**config.mk**
```make
export PLATFORM = sky130hd
export DESIGN_NAME = seq_slice_comparator
export DESIGN_NICKNAME = d
export VERILOG_FILES = /design/src/rtl/seq_slice_comparator.sv
export SDC_FILE = /design/constraint.sdc
export NUM_CORES = 1
export LEC_CHECK = 0
export CORE_MARGIN = 4
export CORE_UTILIZATION = 50
export DETAILED_ROUTE_END_ITERATION = 8
export PLACE_DENSITY = 0.78
export SLEW_MARGIN = 10
export SYNTH_ARGS = -nofsm -noshare
export SYNTH_HDL_FRONTEND = slang
export SYNTH_SLANG_ARGS = --single-unit
```
**constraint.sdc**
```tcl
create_clock -name clk -period 4.1 [get_ports clk]
set_clock_uncertainty 0.05 [all_clocks]
set_input_delay 1.025 -clock clk [delete_from_list [all_inputs] [get_ports clk]]
set_output_delay 1.025 -clock clk [all_outputs]
set_load 0.01 [all_outputs]
```
**src/rtl/seq_slice_comparator.sv**
```systemverilog
// Sequential MSB-first slice comparator with eq/gt cascade inputs, signed mode and early exit.
// Latency: k CMP cycles (k = slices examined, 1..N) plus one FIN cycle with the done pulse.
// Backpressure: start is accepted only in IDLE; requests while busy or in FIN are dropped.
module seq_slice_comparator #(
    parameter int W = 32,
    parameter int S = 8
) (
    input  logic                        clk,
    input  logic                        rst,
    input  logic                        start,
    input  logic                        signed_mode,
    input  logic [W-1:0]                A,
    input  logic [W-1:0]                B,
    input  logic                        eq,
    input  logic                        gt,
    output logic                        busy,
    output logic                        done,
    output logic                        EQ,
    output logic                        GT,
    output logic [$clog2(W/S+1)-1:0]    slices
);

    localparam int N  = W / S;
    localparam int CW = $clog2(N + 1);
    localparam int IW = (N > 1) ? $clog2(N) : 1;

    typedef enum logic [1:0] {IDLE, CMP, FIN} state_t;

    state_t          state, state_n;
    logic [W-1:0]    a_q, b_q;
    logic            eq_q, gt_q, sgn_q;
    logic [IW-1:0]   idx;
    logic [CW-1:0]   count;

    logic [S-1:0]    a_sl, b_sl;
    logic            a_gt, a_lt, last_sl, decide;

    assign a_sl    = a_q[idx*S +: S];
    assign b_sl    = b_q[idx*S +: S];
    assign last_sl = (idx == '0);

    // Only the top slice carries the sign bit; lower slices are magnitude bits.
    always_comb begin
        a_gt = 1'b0;
        a_lt = 1'b0;
        if (sgn_q && idx == IW'(N - 1)) begin
            a_gt = $signed(a_sl) > $signed(b_sl);
            a_lt = $signed(a_sl) < $signed(b_sl);
        end else begin
            a_gt = a_sl > b_sl;
            a_lt = a_sl < b_sl;
        end
    end

    assign decide = a_gt || a_lt || last_sl;

    always_comb begin
        state_n = state;
        case (state)
            IDLE:    if (start) state_n = CMP;
            CMP:     if (decide) state_n = FIN;
            FIN:     state_n = IDLE;
            default: state_n = IDLE;
        endcase
    end

    always_ff @(posedge clk) begin
        if (rst) state <= IDLE;
        else     state <= state_n;
    end

    always_ff @(posedge clk) begin
        if (rst) begin
            a_q    <= '0;
            b_q    <= '0;
            eq_q   <= 1'b0;
            gt_q   <= 1'b0;
            sgn_q  <= 1'b0;
            idx    <= '0;
            count  <= '0;
            EQ     <= 1'b0;
            GT     <= 1'b0;
            slices <= '0;
        end else begin
            if (state == IDLE && start) begin
                a_q   <= A;
                b_q   <= B;
                eq_q  <= eq;
                gt_q  <= gt;
                sgn_q <= signed_mode;
                idx   <= IW'(N - 1);
                count <= '0;
            end
            if (state == CMP) begin
                count <= count + CW'(1);
                if (decide) begin
                    EQ     <= (a_gt || a_lt) ? 1'b0 : eq_q;
                    GT     <= a_gt ? 1'b1 : (a_lt ? 1'b0 : gt_q);
                    slices <= count + CW'(1);
                end else begin
                    idx <= idx - IW'(1);
                end
            end
        end
    end

    assign busy = (state == CMP);
    assign done = (state == FIN);

endmodule
```
[After elaboration in Yosys (flattened, before gate mapping)]
Index checks and enable logic that the tools add are counted.
Storage, ports and cells
  ROM bits: 0
  bits in writable memories: 0
  memories: 0
  register bits after elaboration: 79
  output and inout bits: 7
  latch bits: 0
  input port bits: 70
Cells by class
  shift-type cells: 2
  add/sub/neg operators: 2
  reductions and logical operators: 9
  bitwise logic cells: 0
  eq/ne operators: 5
  divide/modulo/power cells: 0
  muxes and demuxes: 13
  order comparisons: 4
  multiply operators: 0
Operators by type and width (count)
  32-bit by 6-bit variable part select with 8-bit output: 2
  8-bit > comparator: 2
  8-bit < comparator: 2
  2-bit two-way mux: 5
  3-bit two-way mux: 2
  1-bit two-way mux: 5
  2-bit == test (second input constant): 2
  2-bit logical NOT: 2
  2-bit one-hot mux with 2 select lines: 1
  2-bit AND reduction: 2
  3-bit by 1-bit adder with 3-bit output (second input constant): 1
  2-bit by 1-bit == test with 1-bit output (second input constant): 1
  1-bit logical AND: 2
  1-bit logical OR: 2
  2-bit by 1-bit != test with 1-bit output (second input constant): 1
  2-bit != test (second input constant): 1
  2-bit nonzero test: 1
  2-bit by 1-bit subtractor with 2-bit output (second input constant): 1

[Depth between registers and ports, before layout]
Gate-level depths: netlist (run 1).
  word-level depth: 7
  gate-level depth with buffers: 10
  gate-level depth less buffers: 8

[Worst setup path after synthesis (run 1)]
No wires, ideal clock.
  kind: flip-flop to flip-flop
  start point: reg idx[0]
  end point: reg idx[1]
  arrival time: 2750 ps
  path buffers: 2
  library setup time: 123 ps
  stages on the path, launching flop included: 10
  clock period less this slack: 2923 ps
  setup slack: 1177 ps
  cell sequence: dfxtp_1 > buf_2 > buf_2 > mux4_2 > ha_1 > a21oi_1 > o211ai_2 > o21a_1 > o211ai_2 > mux2_1
Between the ends
  cells in the longest elaborated chain, start to end: 7
  elaborated cells on any way between the ends: 16
Ends and longest elaborated chain
  start: declaration: RTL line 32  | logic [IW-1:0] idx;
  start signal: assignment: RTL line 91  | idx <= IW'(N - 1);
  start signal: assignment: RTL line 101  | idx <= idx - IW'(1);
  32-bit by 6-bit variable part select with 8-bit output (tied with other cells): RTL line 38  | assign a_sl = a_q[idx*S +: S];
  8-bit > comparator (tied with other cells): RTL line 50  | a_gt = a_sl > b_sl;
  1-bit two-way mux: RTL line 46  | if (sgn_q && idx == IW'(N - 1)) begin
  1-bit logical OR (2 in series): RTL line 55  | assign decide = a_gt || a_lt || last_sl;
  2-bit two-way mux (*): RTL line 96  | if (decide) begin
  2-bit two-way mux (*): RTL line 94  | if (state == CMP) begin
Mark *: on every way between the ends. The rest lies on a longest branch, timed or not.
A chain may end at the register's enable or synchronous reset.

[Worst setup path after layout (run 1)]
Ends and elaborated chain as after synthesis.

==> metrics.md, run 1 <==
| Metric | Value |
|---|---|
| Core area | `0.00679 mm²` |
| Vias | `2989` |
| Min Hold Slack | `0.406 ns` |
| Critical path arrival | `3.13 ns` |
| Hold Startpoint | `a_q[18]$_SDFFE_PP0P_` |
| Cell taking the most area after synthesis | `dfxtp_1` |
| Power share of the clock group | `28.0%` |
| Hold Path End | `a_q[18]$_SDFFE_PP0P_` |
| Post CTS Setup Buffer Count | `0` |
| Hold depth | `2` |
| Layout cells sized above 1 | `10.3%` |
| DR DRC count | `0` |
| H-tree Lvls | `3` |
| Reg-to-reg setup timing slack | `1.16 ns` |
| Initial drt markers | `120` |
| P per Cell Area | `417 mW/mm²` |
| CTS tree | `yes` |
| Synth Cell Area | `0.00348 mm²` |
| Hold buffer count at cts | `0` |
| Root Driver | `clkbuf_8` |
| DRT Wirelength | `8.09 mm` |
| # IOs | `77` |
| Worst-path clk slew | `0.08 ns` |
| Relative slew margins | `37.8%` |
| DP Cell Count | `556` |
| Post-layout min period | `2.94 ns` |
| Row Count | `30` |
| Post-Syn Nets | `488` |
| CP Class | `flop to flop` |
| Via-to-Cell Ratio | `5.23` |
| Cts bufs inserted | `9` |
| Leak | `0.00166 µW` |
| Critical path endpoint category | `flop` |
| Startpoint Class | `flop` |
| WL per Instance | `14.1 µm` |
| Int Power | `1290 µW` |
| Setup slack after layout | `1.16 ns` |
| First-pass GRT wire length | `13.7 mm` |
| Post-synth top cells | `nand2_1 (138), dfxtp_1 (79), a21oi_1 (76)` |
| Max Slew Vio Count | `0` |
| Starting density of the core | `51.2%` |
| Switching share of power | `30.6%` |
| Die area | `0.00836 mm²` |
| Netlist cell types | `35` |
| Sequential fraction of the synthesis area | `45.5%` |
| Reg2reg start | `idx[0]$_SDFF_PP0_` |
| Routed Antenna Nets | `0` |
| Syn-to-layout area delta | `28.2%` |
| Clk buf depth | `2` |
| Port bufs | `76` |
| RSZ-0062 raised after global routing | `no` |
| Post-synth top flop | `dfxtp_1` |
| Num Clock Sinks | `79` |
| Gp weighted congestion | `0.837` |
| Reg-to-reg endpoint | `idx[1]$_SDFF_PP0_` |
| Peak supply drop | `0.216 mV` |
| DP HPWL | `5.77 mm` |
| Type of the most critical hold path | `flop to flop` |
| Die X | `91.4 µm` |
| Max FO, Critical Path | `20` |
| Initial antenna violation count | `0` |
| Status | `finished, final reports clean` |
| N_diodes | `0` |
| Worst Reg-to-Reg Cells | `8` |
| Post-synth ARST share | `0%` |
| Post-Place Worst Slack | `1.11 ns` |
| Yosys warns | `0` |
| Combinational power share | `25.1%` |
| Clock Latency Late Sink | `0.35 ns` |
| Drt pass-1 iters | `4` |
| Nets | `552` |
| Tcrit/Tclk final | `71.6%` |
| Max-cap viol count | `0` |
| Cell count after synthesis | `407` |
| # resized after CTS | `0` |
| Register bit count reported by yosys | `79` |
| Synth top area cells | `dfxtp_1 (45%), nand2_1 (15%), a21oi_1 (11%)` |
| Die Height | `91.4 µm` |
| Syn avg cell area | `8.55 µm²` |
| Endpoints failing hold | `0` |
| Global Route Usage Sum | `20.3%` |
| Largest net degree at the start of global routing | `51` |
| Vias in the first global route | `2961` |
| Max Clock Freq | `0.341 GHz` |
| Final non-filler cell total | `572` |
| FILL cells | `563` |
| Sequential power share | `46.9%` |
| Worst-margin pin slew | `0.929 ns` |
| TNS Setup | `0 ns` |
| CP required | `4.29 ns` |
| Total grt overflow | `0` |
| Post-synth EDFFs | `0` |
| Psw | `569 µW` |
| Final Setup Violations | `0` |
| Top-count cell post-synth | `nand2_1` |
| Synth top area share | `45.5%` |
-- metal layers --
metal  vias to the layer above  global-route usage [%]  wire length, µm
met5                         -                       0                0
li1                       1495                       -                -
met2                        89                    34.9             4090
met1                      1391                    24.9             3430
met3                        14                    4.14              411
met4                         0                    7.79              155
-- power groups by stage --
stage | clock (µW) | sequential [µW] | combinational, µW
finish | 521 | 872 | 466
global route | 566 | 881 | 519
CTS | 528 | 873 | 469
detailed placement | 0 | 891 | 466
global placement | 0 | 886 | 454
floorplan | 0 | 877 | 322
-- kinds of logic (layout without fill, tap and decap cells) --
logic type,count (synthesis),in the layout,synth area share (%)
adders and majority gates,11,11,3.96
DFF,79,79,45.5
and+or+nand+nor,168,168,19.7
buffers and inverters,40,109,4.49
muxes,20,20,11.8
AOI/OAI and AO/OA,88,88,14.3
xor gates and xnor gates,1,1,0.252
-- cells in the final DEF, fill, tap and decap left out, drive strengths merged, types with 2 or more instances in the layout --
cell,Yosys,final
o211ai,3,3
nor2b,5,5
ha,11,11
clkbuf,18,11
clkinv,0,3
nand4,3,3
nor2,12,12
mux4,16,16
nand3b,2,2
clkdlybuf4s50,0,75
clkinvlp,0,2
inv,12,12
a21oi,77,77
dfxtp,79,79
nand2,139,139
mux2,3,3
buf,10,6
nand2b,3,3
a211oi,2,2
-- stage by stage --
step	utilization, %	instance area (µm²)	total power [µW]
floorplan	-	3480	1200
global placement	63.1	4290	1340
detailed placement	63.1	4290	1360
CTS	65.7	4460	1870
global route	65.7	4460	1970
finish	65.7	4460	1860
-- final cells by class --
type	instances	area [µm²]	area share [%]
Timing Repair Buffer	81	793	17.8
Clock inverter	5	33.8	0.757
Tap cell	96	120	2.69
Sequential cell	79	1580	35.5
Multi-Input combinational cell	288	1750	39.1
Clock buffer	11	141	3.17
Inverter	12	45.0	1.01
-- worst max-delay path by stage --
stage,slack (ns),start,to,depth (start not counted)
after detailed placement,1.11,start,b_q[6]$_SDFFE_PP0P_,5
after global placement,1.21,start,b_q[0]$_SDFFE_PP0P_,5
final,1.16,idx[0]$_SDFF_PP0_,idx[1]$_SDFF_PP0_,8
after CTS,1.12,idx[0]$_SDFF_PP0_,idx[1]$_SDFF_PP0_,9
after floorplan,1.18,idx[0]$_SDFF_PP0_,idx[1]$_SDFF_PP0_,9
after global routing,0.96,idx[0]$_SDFF_PP0_,idx[1]$_SDFF_PP0_,9
-- flip-flops by register name, indices dropped and copies added (netlist names) --
name	count
a_q	32
b_q	32
count	3
slices	3
idx	2
state	2
EQ	1
GT	1
eq_q	1
gt_q	1
sgn_q	1
-- worst max-delay path, cell delays in order, from the launching register on --
cell	delay, ns
dfxtp_1	0.31
buf_4	0.32
mux4_2	0.56
ha_1	0.36
a21oi_1	0.26
o211ai_2	0.17
o21a_1	0.18
o211ai_2	0.24
mux2_1	0.35
Power figures use the tool's default switching activity.
==> run 2: changes to the inputs <==
CORE_UTILIZATION = 45   (was 50)
PLACE_DENSITY = 0.74   (was 0.78)
clock period = 2.5 ns   (was 4.1 ns; I/O delays follow)
==> run 2 against run 1 <==
The run now ends with setup timing left. Combinational power rose by 110%. Clock power rose by 82%. Core utilization fell by 0.56 points. Largest cell class unchanged. Critical path type unchanged. Via count rose by 1.7%.
==> metrics.md, run 2 (same netlist as run 1, synthesis figures left out) <==
| Metric | Value |
|---|---|
| CP cell instances | `buf_12 > mux4_2 > inv_2 > ha_4 > a21oi_4 > o211ai_2 > buf_4 > o31ai_4 > mux2_4` |
| Leak | `0.00178 µW (+7.5%)` |
| Post-Place Worst Slack | `-0.108 ns (-1.22 ns)` |
| CP max stage delay | `0.52 ns (-0.04 ns)` |
| Reg-to-reg setup timing slack | `-0.08 ns (-1.24 ns)` |
| Endpoints failing hold | `0 (unchanged)` |
| CP required | `2.70 ns (-1.59 ns)` |
| Switching share of power | `30.1% (-0.49 points)` |
| Int Power | `2360 µW (+83%)` |
| Relative slew margins | `68.0% (+30 points)` |
| Hold Startpoint | `b_q[20]$_SDFFE_PP0P_` |
| DP HPWL | `6.57 mm (+14%)` |
| Fin util | `65.1% (-0.56 points)` |
| Max Clock Freq | `0.387 GHz (+14%)` |
| Worst-margin pin slew | `0.481 ns (-0.449 ns)` |
| CTS tree | `yes` |
| Num Clock Sinks | `79 (unchanged)` |
| Tcrit/Tclk final | `103% (+32 points)` |
| Setup slack after layout | `-0.0809 ns (-1.24 ns)` |
| Hold Path End | `b_q[20]$_SDFFE_PP0P_` |
| Failing checks | `setup timing` |
| Post-layout min period | `2.58 ns (-0.356 ns)` |
| Vias in the first global route | `3010 (+1.7%)` |
| Multi-input logic area | `0.00189 mm² (+8.4%)` |
| H-tree Lvls | `3 (unchanged)` |
| DP Cell Count | `570 (+2.5%)` |
| Root Driver | `clkbuf_8` |
| Nets | `567 (+2.7%)` |
| Clk buf depth | `2 (unchanged)` |
| Total power | `3380 µW (+82%)` |
| Psw | `1020 µW (+79%)` |
| Hold depth | `2 (unchanged)` |
| Vias | `3039 (+1.7%)` |
| Critical path endpoint category | `flop` |
| Worst Reg-to-Reg Cells | `9 (+1)` |
| Starting density of the core | `47.2% (-4.0 points)` |
| Gp weighted congestion | `0.871 (+4.1%)` |
| Die X | `95.9 µm (+4.9%)` |
| Syn-to-layout area delta | `37.9%` |
| Routed Antenna Nets | `0 (unchanged)` |
| Clock Latency Late Sink | `0.36 ns (about the same)` |
| Layout cells sized above 1 | `17.1% (+6.8 points)` |
| Worst-path clk slew | `0.08 ns (about the same)` |
| Row Count | `31 (+3.3%)` |
| Reg2reg start | `idx[0]$_SDFF_PP0_` |
| CP Class | `flop to flop` |
| Reg-to-reg endpoint | `slices[0]$_SDFFE_PP0P_` |
| Max Slew Vio Count | `0 (unchanged)` |
| CP max-delay cell | `mux4_2` |
| Final Setup Violations | `6 (+6)` |
| FILL cells | `594 (+5.5%)` |
| Die Height | `95.9 µm (+4.9%)` |
| Cts bufs inserted | `9 (unchanged)` |
| Final non-filler cell total | `589 (+3.0%)` |
| DRT Wirelength | `9.07 mm (+12%)` |
| Drt pass-1 iters | `5 (+1)` |
| Max-cap viol count | `0 (unchanged)` |
| Register area | `0.00159 mm² (+0.32%)` |
| Peak supply drop | `0.332 mV (+54%)` |
| Initial drt markers | `180 (+50%)` |
| Die area | `0.00920 mm² (+10%)` |
| Power share of the clock group | `28.0% (about the same)` |
| N_diodes | `0 (unchanged)` |
| Port bufs | `76 (unchanged)` |
| Commonest non-fill, non-tap cell in the layout | `nand2_1` |
| # IOs | `77 (unchanged)` |
| P per Cell Area | `705 mW/mm² (+69%)` |
| Largest net degree at the start of global routing | `69 (+35%)` |
| Type of the most critical hold path | `flop to flop` |
| Core area | `0.00737 mm² (+8.5%)` |
| Critical path arrival | `2.78 ns (-0.35 ns)` |
| Combinational power share | `29.3% (+4.2 points)` |
| Total grt overflow | `0 (unchanged)` |
| DR DRC count | `0 (unchanged)` |
| Commonest cells after routing, fill and taps aside | `nand2_1 (137), dfxtp_1 (77), clkdlybuf4s50_1 (75)` |
| Via-to-Cell Ratio | `5.16 (-1.3%)` |
| Top Registers | `a_q (32), b_q (32)` |
| Max FO, Critical Path | `9 (-55%)` |
| Sequential power share | `42.7% (-4.2 points)` |
| Min Hold Slack | `0.409 ns (+0.00382 ns)` |
| Global Route Usage Sum | `20.2% (-0.098 points)` |
| RSZ-0062 raised after global routing | `yes` |
| First-pass GRT wire length | `14.1 mm (+3.2%)` |
| Status | `finished with violations` |
| Initial antenna violation count | `0 (unchanged)` |
| Startpoint Class | `flop` |
| WL per Instance | `15.4 µm (+8.8%)` |
[run 2: metrics by stage]
step / instance area, µm² / setup TNS [ns]
3_3_place_gp: 4450 / -0.0477
6_report: 4800 / -0.261
3_5_place_dp: 4450 / -0.408
4_1_cts: 4730 / -0.0838
5_1_grt: 4800 / -0.758
2_1_floorplan: 3550 / -0.145
[run 2: power by group through the flow]
stage	combinational (µW)	sequential [µW]	clock (µW)
final	989	1440	946
after global routing	1070	1460	1010
after CTS	903	1440	959
after detailed placement	861	1470	0
after global placement	831	1470	0
after floorplan	574	1440	0
[run 2: worst max path at each step]
stage | slack [ns] | from | endpoint | depth (start not counted)
2_1_floorplan | -0.05 | idx[0]$_SDFF_PP0_ | slices[0]$_SDFFE_PP0P_ | 9
3_3_place_gp | -0.02 | idx[0]$_SDFF_PP0_ | idx[1]$_SDFF_PP0_ | 9
3_5_place_dp | -0.11 | idx[0]$_SDFF_PP0_ | idx[0]$_SDFF_PP0_ | 10
4_1_cts | -0.03 | idx[0]$_SDFF_PP0_ | idx[0]$_SDFF_PP0_ | 9
5_1_grt | -0.15 | idx[0]$_SDFF_PP0_ | slices[2]$_SDFFE_PP0P_ | 10
6_report | -0.08 | idx[0]$_SDFF_PP0_ | slices[0]$_SDFFE_PP0P_ | 9
[run 2: final cells by class]
type | count | share of cell area, %
Multi-Input combinational cell | 288 | 39.4
Sequential cell | 79 | 33.1
Timing Repair Buffer | 96 | 19.8
Clock buffer | 10 | 2.87
Tap cell | 99 | 2.58
Clock inverter | 5 | 1.23
Inverter | 12 | 0.991
[run 2: repair_timing]
action	4_1_cts	5_1_grt
hold buffers	0	0
resized for setup	13	12
setup endpoints to repair	8	10
pin swaps	10	12
buffers inserted	2	2
[run 2: worst max-delay path, delay by kind of cell, from the launching register on]
family                   cells  cell delay [ns]
multiplexers                 2             0.85
AO/OA/AOI/OAI                3             0.57
adder cells (fa/ha/maj)      1             0.23
buffers and inverters        3             0.39
flip-flops                   1             0.38
[run 2: per-layer routing]
| metal | track usage, % | routed length, µm | vias to the layer above | share of wire, % |
|---|---|---|---|---|
| met5 | 0 | 0 | - | 0 |
| li1 | - | - | 1528 | - |
| met4 | 8.06 | 167 | 0 | 1.8 |
| met1 | 24.2 | 3750 | 1425 | 41 |
| met2 | 36.1 | 4800 | 72 | 53 |
| met3 | 3.21 | 347 | 14 | 3.8 |
